**src/rtl/snes_pad_if.sv**
```systemverilog
// -----------------------------------------------------------------------------
// snes_pad_if
// Pad-side pin bundle of the SNES/NES serial controller protocol.
//   latch_in : host latch pin (asynchronous, active-high)
//   pclk_in  : host pad clock pin (asynchronous, idles high)
//   data_out : serial data pin driven by the pad (active-low, 0 = pressed)
// Modports:
//   master : the host/console side (drives latch and clock, reads data)
//   slave  : the pad side (reads latch and clock, drives data)
// -----------------------------------------------------------------------------
interface snes_pad_if;
    logic latch_in;
    logic pclk_in;
    logic data_out;

    modport master (
        output latch_in,
        output pclk_in,
        input  data_out
    );

    modport slave (
        input  latch_in,
        input  pclk_in,
        output data_out
    );
endinterface

```
**src/rtl/snes_pad_emulator.sv**
```systemverilog
// -----------------------------------------------------------------------------
// snes_pad_emulator
// Controller-side responder for the SNES/NES serial pad protocol. The host
// drives latch and pad clock; this block presents a NUM_BITS-wide button word
// MSB first on the active-low data pin.
//
// Ports:
//   clk        : system clock
//   reset      : synchronous, active-high
//   pad        : snes_pad_if.slave (latch_in, pclk_in in; data_out out)
//   buttons    : button state, 1 = pressed, bit NUM_BITS-1 sent first
//   busy       : high while in LATCH or SHIFT
//   frame_done : one-cycle pulse when the last bit has been consumed
//
// Parameters:
//   SYNC_STAGES    : synchronizer depth on latch/pclk (values below 2 use 2)
//   NUM_BITS       : bits per frame
//   TIMEOUT_CYCLES : watchdog limit in clk cycles
//
// Optional feature: define SNES_PAD_WATCHDOG_EN to build a stall watchdog
// that returns the FSM to IDLE after TIMEOUT_CYCLES cycles without any
// latch or pad clock edge while in LATCH or SHIFT.
// -----------------------------------------------------------------------------
module snes_pad_emulator #(
    parameter int SYNC_STAGES    = 2,
    parameter int NUM_BITS       = 16,
    parameter int TIMEOUT_CYCLES = 4096
) (
    input  logic                clk,
    input  logic                reset,
    snes_pad_if.slave           pad,
    input  logic [NUM_BITS-1:0] buttons,
    output logic                busy,
    output logic                frame_done
);

    localparam int SYNC_N = (SYNC_STAGES < 2) ? 2 : SYNC_STAGES;
    localparam int CW     = $clog2(NUM_BITS + 1);

    localparam logic [1:0] ST_IDLE  = 2'd0;
    localparam logic [1:0] ST_LATCH = 2'd1;
    localparam logic [1:0] ST_SHIFT = 2'd2;
    localparam logic [1:0] ST_DONE  = 2'd3;

    logic [SYNC_N-1:0]   latch_sync_r;
    logic [SYNC_N-1:0]   pclk_sync_r;
    logic                latch_prev_r;
    logic                pclk_prev_r;
    logic                latch_rise_s;
    logic                latch_fall_s;
    logic                pclk_rise_s;

    logic [1:0]          state_r;
    logic [CW-1:0]       count_r;
    logic [NUM_BITS-1:0] shift_r;
    logic                data_out_r;
    logic                busy_r;
    logic                frame_done_r;

    logic [1:0]          state_nxt_s;
    logic [CW-1:0]       count_nxt_s;
    logic [NUM_BITS-1:0] shift_nxt_s;
    logic [NUM_BITS-1:0] shift_dn_s;
    logic                data_nxt_s;
    logic                done_nxt_s;
    logic                timeout_s;

    // Synchronizers and edge-detect flops; pclk idles high so reset values
    // match the idle pins and no edge appears when reset releases.
    always_ff @(posedge clk) begin
        if (reset) begin
            latch_sync_r <= {SYNC_N{1'b0}};
            pclk_sync_r  <= {SYNC_N{1'b1}};
            latch_prev_r <= 1'b0;
            pclk_prev_r  <= 1'b1;
        end else begin
            latch_sync_r <= {latch_sync_r[SYNC_N-2:0], pad.latch_in};
            pclk_sync_r  <= {pclk_sync_r[SYNC_N-2:0], pad.pclk_in};
            latch_prev_r <= latch_sync_r[SYNC_N-1];
            pclk_prev_r  <= pclk_sync_r[SYNC_N-1];
        end
    end

    assign latch_rise_s = latch_sync_r[SYNC_N-1] & ~latch_prev_r;
    assign latch_fall_s = ~latch_sync_r[SYNC_N-1] & latch_prev_r;
    assign pclk_rise_s  = pclk_sync_r[SYNC_N-1] & ~pclk_prev_r;

    // Shifted-out view of the frame; the old MSB has just been consumed.
    assign shift_dn_s = shift_r << 1'b1;

`ifdef SNES_PAD_WATCHDOG_EN
    localparam int WD_W = $clog2(TIMEOUT_CYCLES + 1);

    logic [WD_W-1:0] wd_cnt_r;
    logic            pclk_fall_s;
    logic            any_edge_s;
    logic            wd_active_s;

    assign pclk_fall_s = ~pclk_sync_r[SYNC_N-1] & pclk_prev_r;
    assign any_edge_s  = latch_rise_s | latch_fall_s | pclk_rise_s | pclk_fall_s;
    assign wd_active_s = (state_r == ST_LATCH) || (state_r == ST_SHIFT);
    assign timeout_s   = wd_active_s && !any_edge_s &&
                         (wd_cnt_r == WD_W'(TIMEOUT_CYCLES - 1));

    // Stall watchdog: counts idle cycles of the host while a frame is open.
    always_ff @(posedge clk) begin
        if (reset) begin
            wd_cnt_r <= {WD_W{1'b0}};
        end else if (any_edge_s || !wd_active_s || timeout_s) begin
            wd_cnt_r <= {WD_W{1'b0}};
        end else begin
            wd_cnt_r <= wd_cnt_r + WD_W'(1);
        end
    end
`else
    // Without the watchdog the FSM waits indefinitely; the timeout parameter
    // stays on the interface so both builds share one parameter list.
    logic unused_timeout_s;
    assign unused_timeout_s = (TIMEOUT_CYCLES == 0);
    assign timeout_s        = 1'b0;
`endif

    // Frame FSM next-state and datapath.
    always_comb begin
        state_nxt_s = state_r;
        count_nxt_s = count_r;
        shift_nxt_s = shift_r;
        data_nxt_s  = data_out_r;
        done_nxt_s  = 1'b0;
        if (timeout_s) begin
            state_nxt_s = ST_IDLE;
            count_nxt_s = {CW{1'b0}};
            data_nxt_s  = 1'b1;
        end else begin
            case (state_r)
                ST_IDLE: begin
                    data_nxt_s = 1'b1;
                    if (latch_rise_s) begin
                        state_nxt_s = ST_LATCH;
                        count_nxt_s = {CW{1'b0}};
                        shift_nxt_s = buttons;
                        data_nxt_s  = ~buttons[NUM_BITS-1];
                    end else begin
                        state_nxt_s = ST_IDLE;
                    end
                end
                ST_LATCH: begin
                    // On the fall cycle the synced latch is already low, so
                    // the value captured on the last high cycle is kept.
                    if (latch_fall_s) begin
                        state_nxt_s = ST_SHIFT;
                        count_nxt_s = {CW{1'b0}};
                    end else begin
                        shift_nxt_s = buttons;
                        data_nxt_s  = ~buttons[NUM_BITS-1];
                    end
                end
                ST_SHIFT: begin
                    // A latch rise takes priority over a coincident pclk rise.
                    if (latch_rise_s) begin
                        state_nxt_s = ST_LATCH;
                        count_nxt_s = {CW{1'b0}};
                        shift_nxt_s = buttons;
                        data_nxt_s  = ~buttons[NUM_BITS-1];
                    end else if (pclk_rise_s) begin
                        shift_nxt_s = shift_dn_s;
                        count_nxt_s = count_r + CW'(1);
                        if (count_r == CW'(NUM_BITS - 1)) begin
                            state_nxt_s = ST_DONE;
                            data_nxt_s  = 1'b1;
                            done_nxt_s  = 1'b1;
                        end else begin
                            data_nxt_s  = ~shift_dn_s[NUM_BITS-1];
                        end
                    end else begin
                        state_nxt_s = ST_SHIFT;
                    end
                end
                ST_DONE: begin
                    data_nxt_s = 1'b1;
                    if (latch_rise_s) begin
                        state_nxt_s = ST_LATCH;
                        count_nxt_s = {CW{1'b0}};
                        shift_nxt_s = buttons;
                        data_nxt_s  = ~buttons[NUM_BITS-1];
                    end else begin
                        state_nxt_s = ST_DONE;
                    end
                end
                default: begin
                    state_nxt_s = ST_IDLE;
                    count_nxt_s = {CW{1'b0}};
                    data_nxt_s  = 1'b1;
                end
            endcase
        end
    end

    // State and registered outputs.
    always_ff @(posedge clk) begin
        if (reset) begin
            state_r      <= ST_IDLE;
            count_r      <= {CW{1'b0}};
            shift_r      <= {NUM_BITS{1'b0}};
            data_out_r   <= 1'b1;
            busy_r       <= 1'b0;
            frame_done_r <= 1'b0;
        end else begin
            state_r      <= state_nxt_s;
            count_r      <= count_nxt_s;
            shift_r      <= shift_nxt_s;
            data_out_r   <= data_nxt_s;
            busy_r       <= (state_nxt_s == ST_LATCH) || (state_nxt_s == ST_SHIFT);
            frame_done_r <= done_nxt_s;
        end
    end

    assign pad.data_out = data_out_r;
    assign busy         = busy_r;
    assign frame_done   = frame_done_r;

endmodule

```
**src/flat_wrapper.sv**
```systemverilog
// flat-port wrapper written by rule: the top's interface ports become plain ports
module snes_pad_emulator_flat 
#(
    parameter int SYNC_STAGES    = 2,
    parameter int NUM_BITS       = 16,
    parameter int TIMEOUT_CYCLES = 4096
)
  (clk, reset, buttons, busy, frame_done, pad_latch_in, pad_pclk_in, pad_data_out);
  snes_pad_if pad_i ();
  input  logic clk;
  input  logic reset;
  input  logic [NUM_BITS-1:0] buttons;
  output logic busy;
  output logic frame_done;
  input wire logic [$bits(pad_i.latch_in)-1:0] pad_latch_in;
  input wire logic [$bits(pad_i.pclk_in)-1:0] pad_pclk_in;
  output wire logic [$bits(pad_i.data_out)-1:0] pad_data_out;
  assign pad_i.latch_in = pad_latch_in;
  assign pad_i.pclk_in = pad_pclk_in;
  assign pad_data_out = pad_i.data_out;
  snes_pad_emulator #(.SYNC_STAGES(SYNC_STAGES), .NUM_BITS(NUM_BITS), .TIMEOUT_CYCLES(TIMEOUT_CYCLES)) u_core (.clk(clk), .reset(reset), .pad(pad_i), .buttons(buttons), .busy(busy), .frame_done(frame_done));
endmodule
```
**config.mk**
```make
export PLATFORM = sky130hd
export DESIGN_NAME = snes_pad_emulator_flat
export DESIGN_NICKNAME = d
export VERILOG_FILES = /design/src/rtl/snes_pad_if.sv /design/src/rtl/snes_pad_emulator.sv /design/src/flat_wrapper.sv
export SDC_FILE = /design/constraint.sdc
export NUM_CORES = 1
export LEC_CHECK = 0
export ABC_AREA = 0
export ABC_CLOCK_PERIOD_IN_PS = 3600
export CAP_MARGIN = 20
export CELL_PAD_IN_SITES_DETAIL_PLACEMENT = 0
export CELL_PAD_IN_SITES_GLOBAL_PLACEMENT = 1
export CORE_MARGIN = 8
export CORE_UTILIZATION = 35
export CTS_CLUSTER_DIAMETER = 100
export DETAILED_ROUTE_END_ITERATION = 12
export DONT_BUFFER_PORTS = 1
export PLACE_DENSITY = 0.66
export SYNTH_ARGS = -nofsm -noshare
export SYNTH_HDL_FRONTEND = slang
export SYNTH_SLANG_ARGS = --single-unit
```
**constraint.sdc**
```tcl
create_clock -name clk -period 3.6 [get_ports clk]
set_input_delay 0.72 -clock clk [delete_from_list [all_inputs] [get_ports clk]]
set_output_delay 0.72 -clock clk [all_outputs]
set_load 0.01 [all_outputs]
```
==> flow_metrics.env, run 1 <==
export IMPL_drc=0
export IMPL_synth_top_family_by_area="simple AND/OR/NAND/NOR gates"
export IMPL_fin_total_pwr_uw=670
export IMPL_placedCellCount=224
export IMPL_antenna_found_initial=0
export IMPL_synth_ff_type="dfxtp_1"
export IMPL_rows=24
export IMPL_async_flop_share_pct=0
export IMPL_grt_start_max_net_pins=33
export IMPL_die_h_um=81.4
export IMPL_cts_tree="built"
export IMPL_maxSlewHeadroom_pct=41.9
export IMPL_final_setup_viol_count=0
export IMPL_hold_path_class="reg -> reg"
export IMPL_synth_distinct_cells=31
export IMPL_die_area_um2=6630
export IMPL_wl_per_cell_um=14.8
export IMPL_ys_warn_count=0
export IMPL_n_antenna_cell=0
export IMPL_synth_compound_area_share_pct=22.4
export IMPL_htree_num_levels=2
export IMPL_path_max_fanout=29
export IMPL_first_pass_iters=4
export IMPL_cts_clk_slew_worst_paths_ps=60
export IMPL_synth_edff_count=0
export IMPL_clock_skew_ps=4.63
export IMPL_synth_top_area_share_pct=41.4
export IMPL_vias_per_cell=5.64
export IMPL_cts_root_buf="clkbuf_8"
export IMPL_synth_area_um2=1500
export IMPL_cp_slowest_cell="nand2_1"
export IMPL_synth_cells=182
export IMPL_grt_pass1_wl_mm=5.64
export IMPL_synth_xor_area_share_pct=0
export IMPL_cp_top_family="compound AO/OA/AOI/OAI gates"
export IMPL_avgSynthCellArea_um2=8.24
export IMPL_yosys_top_cells_area="dfxtp_1 (41%), a311oi_1 (9.3%), nand3_1 (6.0%)"
export IMPL_initialDrtViolationCount=60
export IMPL_area_delta_synth_final_pct=7.26
export IMPL_path_cells="inv_1 -> ha_1 -> a221o_1 -> nand2_1 -> nor2_1 -> a311oi_1"
export IMPL_numCtsBuffers=5
export IMPL_place_gp_congestion=0.754
export IMPL_max_freq_ghz=0.400
export IMPL_port_buffers=0
export IMPL_grt_usage_pct=10.8
export IMPL_postRouteAntennaNets=0
export IMPL_r2r_slack_ps=1100
export IMPL_end_kind="flop"
export IMPL_synth_top_area_cell="dfxtp_1"
export IMPL_yosys_top_cells_count="dfxtp_1 (31), nor2_1 (20), nand2_1 (19)"
export IMPL_routed_wl_mm=3.42
export IMPL_finalCriticalPeriod_ps=2500
export IMPL_muxShareOfSynthArea_pct=0.751
export IMPL_ys_seq_area_share_pct=41.4
export IMPL_first_global_vias=1236
export IMPL_hold_buffers=0
export IMPL_post_cts_buffers=0
export IMPL_synth_fp_nets=208
export IMPL_core_area_um2=4230
export IMPL_slew_viol_final=0
export IMPL_cts_sinks=31
export IMPL_maxCapViolations=0
export IMPL_max_vdd_ir_drop_uv=218
export IMPL_post_cts_resized=0
export IMPL_cellPowerDensity_nw_per_um2=417
export IMPL_start_util_pct=35.4
export IMPL_clockBufferDepth=2
export IMPL_grt_ovfl_total=0
export IMPL_critical_path_max_stage_delay_ps=650
export IMPL_dp_hpwl_mm=2.32
export IMPL_critPathRequiredTime_ps=3790
export IMPL_vias=1303
export IMPL_synth_fa_ha_area_share_pct=5.01
export IMPL_ys_ff_latch=31
export IMPL_worstSetupPathType="reg -> reg"
export IMPL_leakagePower_nw=0.572
export IMPL_io_pins=23
export IMPL_finalSetupTns_ps=0
export IMPL_status="finished, final reports clean"
export IMPL_rsz0062_at_grt="no"
export IMPL_insertion_delay_ps=280
export IMPL_hold_viol_final=0
export IMPL_drive_gt1_share_pct=8.38
export IMPL_synth_most_common_cell="dfxtp_1"
export IMPL_cp_arrival_ps=2690
export IMPL_die_w_um=81.4
export IMPL_crit_buf_inv=1
export IMPL_instances_no_fill=231
export IMPL_final_net_count=205
export IMPL_synthSimpleGateAreaFrac_pct=25.0
export IMPL_worstSetupStartpointType="flop"
export IMPL_fin_crit_sh_pct=69.4
export IMPL_tightest_slew_ps=869
==> placed cells by master, fill, tap and decap left out, types with 2 or more instances in the layout <==
cell type  count
nand2_1       19
buf_4          2
inv_1          6
nand3_1       18
nor2_1        20
nand2b_1       6
or2_2          3
a221o_1        2
dfxtp_1       31
a311oi_1      16
a31oi_1        2
ha_1           6
o21ai_0        8
a21oi_1       11
clkbuf_8       6
nor2b_1        8
==> kinds of logic (layout without fill, tap and decap cells) <==
family          Yosys count  after routing
compound gates           47             47
fa+ha+maj                 6              6
buf+inv                  18             15
flops                    31             31
mux                       1              1
simple gates             79             79
==> registers in the layout, indices dropped and copies added (netlist names) <==
name                 flops
u_core.busy              1
u_core.count_r           5
u_core.frame_done        1
u_core.latch_prev_r      1
u_core.latch_sync_r      2
u_core.pad.data_out      1
u_core.pclk_prev_r       1
u_core.pclk_sync_r       2
u_core.shift_r          15
u_core.state_r           2
==> cell type report <==
| class | instances | area (um2) |
|---|---|---|
| tap | 52 | 65.1 |
| fill | 449 | 2630 |
| clock inverter | 1 | 5.00 |
| inverter | 6 | 22.5 |
| timing repair buffer | 2 | 15.0 |
| clock buffer | 6 | 82.6 |
| multi-input combinational | 133 | 797 |
| sequential | 31 | 621 |
==> routing by layer <==
metal | up-vias | routed length (um) | global-route usage (%)
met5 | - | 0 | 0
met4 | 0 | 52 | 4.82
met3 | 6 | 200 | 4.27
met2 | 30 | 1630 | 17.8
met1 | 616 | 1540 | 12.1
li1 | 651 | - | -
==> through the flow <==
step	worst slack [ps]	hold slack, ps	instance area (um2)	utilization [%]
floorplan	1860	389	1500	-
global placement	1220	395	1520	35.9
detailed placement	1100	396	1520	35.9
CTS	1090	411	1610	38.0
global route	812	421	1610	38.0
finish	1100	408	1610	38.0
==> where the power goes <==
part / switching (mW) / internal, mW
clock: 0.124 / 0.150
sequential: 0.00690 / 0.356
combinational: 0.0192 / 0.0153
total: 0.150 / 0.521
==> final timing paths <==
check | start | end | cells after the start
worst max-delay path | u_core.state_r[0]$_SDFF_PP0_ | u_core.shift_r[11]$_SDFFE_PP0P_ | 6
worst min register to register | u_core.pclk_sync_r[0]$_SDFF_PP1_ | u_core.pclk_sync_r[1]$_SDFF_PP1_ | 1
worst min-delay path | u_core.pclk_sync_r[0]$_SDFF_PP1_ | u_core.pclk_sync_r[1]$_SDFF_PP1_ | 1
worst max register to register | u_core.state_r[0]$_SDFF_PP0_ | u_core.shift_r[11]$_SDFFE_PP0P_ | 6
Power figures use the tool's default switching activity.
==> inputs of run 2 (changes only) <==
Settings changed: ABC_AREA 0 to 1, ABC_CLOCK_PERIOD_IN_PS 3600 to 2500, PLACE_DENSITY 0.66 to 0.67.
Clock period 3.6 ns to 2.5 ns, I/O delays scaled along.
==> run 2 against run 1 <==
Effect of this change: routed wire length decreased by 7.2%; clock skew increased by 0.84 ps; first-iteration DRC count increased by 17%; worst hold slack got worse by 130 ps; clock power increased by 39%.
==> flow_metrics.env, run 2 <==
export IMPL_status="finished, final reports clean"
export IMPL_ys_seq_area_share_pct=39.4
export IMPL_p_int_uw=760
export IMPL_tightest_slew_ps=580
export IMPL_maxCapViolations=0
export IMPL_insertion_delay_ps=280
export IMPL_maxSlewHeadroom_pct=61.3
export IMPL_p_clk_share_pct=37.2
export IMPL_slew_viol_final=0
export IMPL_dp_slack_ps=630
export IMPL_hold_buffers=0
export IMPL_yosys_top_cells_area="dfxtp_1 (39%), nand2_1 (14%), o211a_1 (7.0%)"
export IMPL_finalCriticalPeriod_ps=1880
export IMPL_finalSetupTns_ps=0
export IMPL_clockBufferDepth=2
export IMPL_worstSetupPathType="reg -> reg"
export IMPL_numCtsBuffers=5
export IMPL_synth_top_area_share_pct=39.4
export IMPL_first_pass_iters=4
export IMPL_async_flop_share_pct=0
export IMPL_antenna_found_initial=0
export IMPL_largest_reg_flops=15
export IMPL_cts_sinks=31
export IMPL_postRouteAntennaNets=0
export IMPL_post_cts_resized=0
export IMPL_critPathRequiredTime_ps=2670
export IMPL_fillerInstances=455
export IMPL_mostFrequentLayoutCells="nand2_1 (60), dfxtp_1 (31), inv_1 (20), nor2_1 (20)"
export IMPL_first_global_vias=1198
export IMPL_r2r_cells=8
export IMPL_final_area_um2=1660
export IMPL_place_area_um2=1580
export IMPL_p_sw_share_pct=25.4
export IMPL_ys_ff_latch=31
export IMPL_rows=24
export IMPL_cts_tree="built"
export IMPL_die_w_um=83.1
export IMPL_htree_num_levels=2
export IMPL_area_delta_synth_final_pct=5.72
export IMPL_hold_viol_final=0
export IMPL_max_vdd_ir_drop_uv=298
export IMPL_vias=1244
export IMPL_clock_skew_ps=5.47
export IMPL_cp_arrival_ps=2050
export IMPL_rsz0062_at_grt="no"
export IMPL_min_path_cells=1
export IMPL_regToRegStartpoint="u_core.state_r[0]$_SDFF_PP0_"
export IMPL_layout_setup_ws_ps=621
export IMPL_io_pins=23
export IMPL_dp_hpwl_mm=2.34
export IMPL_yosys_top_cells_count="nand2_1 (60), dfxtp_1 (31), inv_1 (20), nor2_1 (20)"
export IMPL_die_h_um=83.1
export IMPL_synth_area_um2=1570
export IMPL_layout_commonest_cell="nand2_1"
export IMPL_drc=0
export IMPL_synth_most_common_cell="nand2_1"
export IMPL_drive_gt1_share_pct=12.6
export IMPL_route_met3_wl_um=203
export IMPL_grt_ovfl_total=0
export IMPL_synth_distinct_cells=23
export IMPL_synth_fp_nets=231
export IMPL_final_net_count=232
export IMPL_cts_clk_slew_worst_paths_ps=70
export IMPL_die_area_um2=6900
export IMPL_place_gp_congestion=0.752
export IMPL_start_util_pct=36.1
export IMPL_max_freq_ghz=0.532
export IMPL_largest_register="u_core.shift_r"
export IMPL_cts_root_buf="clkbuf_8"
export IMPL_grt_usage_pct=9.44
export IMPL_routed_wl_met2_mm=1.48
export IMPL_synth_cells=205
export IMPL_worstSetupStartpointType="flop"
export IMPL_synth_top_area_cell="dfxtp_1"
export IMPL_seq_power_share_pct=53.3
export IMPL_rr_endpoint="u_core.shift_r[12]$_SDFFE_PP0P_"
export IMPL_final_setup_viol_count=0
export IMPL_m1WireLength_mm=1.43
export IMPL_ys_warn_count=0
export IMPL_leakagePower_nw=0.789
export IMPL_worst_path_most_repeated_cell="nor2_4"
export IMPL_cp_slowest_cell="dfxtp_1"
export IMPL_core_area_um2=4350
export IMPL_path_max_fanout=21
export IMPL_vias_per_cell=4.80
export IMPL_combPwrFrac_pct=9.5
export IMPL_n_antenna_cell=0
export IMPL_synth_ff_type="dfxtp_1"
export IMPL_hold_path_class="in -> reg"
export IMPL_grt_start_max_net_pins=22
export IMPL_cellPowerDensity_nw_per_um2=612
export IMPL_path_cells="inv_1 -> ha_1 -> nand2_4 -> nor2_4 -> nor2_4 -> buf_4 -> nand3_1 -> o211a_1"
export IMPL_routed_wl_mm=3.17
export IMPL_avgSynthCellArea_um2=7.68
export IMPL_synth_edff_count=0
export IMPL_fin_crit_sh_pct=75.2
export IMPL_initialDrtViolationCount=70
export IMPL_grt_pass1_wl_mm=5.44
export IMPL_utilization_pct=38.2
export IMPL_hold_start="reset"
export IMPL_routed_top_layer="met4"
export IMPL_post_cts_buffers=0
export IMPL_top_regs="u_core.shift_r: 15 flops, u_core.count_r: 5 flops"
export IMPL_critical_path_max_stage_delay_ps=380
export IMPL_r2r_slack_ps=620
export IMPL_wl_per_cell_um=12.2
export IMPL_end_kind="flop"
export IMPL_port_buffers=0
export IMPL_power_switching_uw=258
export IMPL_holdPathEnd="u_core.shift_r[0]$_SDFFE_PP0P_"
==> run 2: changes by cell type after synthesis, sizes merged, moves of 3 or more <==
| cell | previous run | this run |
|---|---|---|
| nand2b | 6 | 0 |
| clkbuf | 5 | 2 |
| o211a | 0 | 11 |
| nor2 | 20 | 24 |
| nand2 | 19 | 63 |
| nor2b | 8 | 0 |
| a21oi | 11 | 8 |
| a311oi | 16 | 0 |
| inv | 6 | 23 |
==> run 2: through the flow <==
| stage | total power, mW | hold slack [ps] | instances |
|---|---|---|---|
| floorplan | 0.637 | 388 | 205 |
| global placement | 0.647 | 391 | 251 |
| detailed placement | 0.651 | 398 | 251 |
| CTS | 1.04 | 267 | 259 |
| global route | 1.07 | 259 | 259 |
| finish | 1.02 | 282 | 259 |
==> run 2: worst max path at each step <==
| stage | cells after the start | slack (ps) | endpoint | start |
|---|---|---|---|---|
| floorplan | 9 | 1030 | u_core.shift_r[11]$_SDFFE_PP0P_ | u_core.state_r[0]$_SDFF_PP0_ |
| global placement | 8 | 700 | u_core.shift_r[12]$_SDFFE_PP0P_ | u_core.state_r[0]$_SDFF_PP0_ |
| detailed placement | 8 | 630 | u_core.shift_r[7]$_SDFFE_PP0P_ | u_core.state_r[0]$_SDFF_PP0_ |
| CTS | 8 | 600 | u_core.shift_r[7]$_SDFFE_PP0P_ | u_core.state_r[0]$_SDFF_PP0_ |
| global route | 8 | 440 | u_core.shift_r[12]$_SDFFE_PP0P_ | u_core.state_r[0]$_SDFF_PP0_ |
| finish | 8 | 620 | u_core.shift_r[12]$_SDFFE_PP0P_ | u_core.state_r[0]$_SDFF_PP0_ |
==> run 2: area by class of cell <==
| class | count | area (um2) | share of cell area (%) |
|---|---|---|---|
| clock buffer | 7 | 76.3 | 4.59 |
| clock inverter | 1 | 5.00 | 0.301 |
| inverter | 23 | 86.3 | 5.19 |
| multi-input combinational | 144 | 803 | 48.3 |
| sequential | 31 | 621 | 37.3 |
| tap | 52 | 65.1 | 3.91 |
| timing repair buffer | 1 | 7.51 | 0.451 |
==> run 2: metal layers <==
metal	up-vias	global-route usage (%)
li1	654	-
met1	560	10.3
met2	25	15.6
met3	5	4.10
met4	0	3.83
met5	-	0
==> run 2: critical path: cells and delay by family (launching register included) <==
kind	cells	cell delay [ps]
simple gates	4	660
flops	1	380
buf+inv	2	340
fa+ha+maj	1	270
compound gates	1	110
==> run 2: power groups by stage <==
stage                     Sequential (mW)  Combinational [mW]  Clock, mW
after CTS                           0.542              0.0980      0.395
after floorplan                     0.549              0.0879          0
final                               0.543              0.0963      0.379
after detailed placement            0.554              0.0976          0
after global placement              0.552              0.0941          0
after global routing                0.545               0.112      0.414
==> run 2: cells by family after synthesis <==
kind of cell / count (synthesis) / synth area share, %
and+or+nand+nor: 107 / 32.0
DFF: 31 / 39.4
buffers and inverters: 30 / 9.54
AOI/OAI and AO/OA: 29 / 13.2
adders and majority gates: 6 / 4.77
xor gates and xnor gates: 2 / 1.11
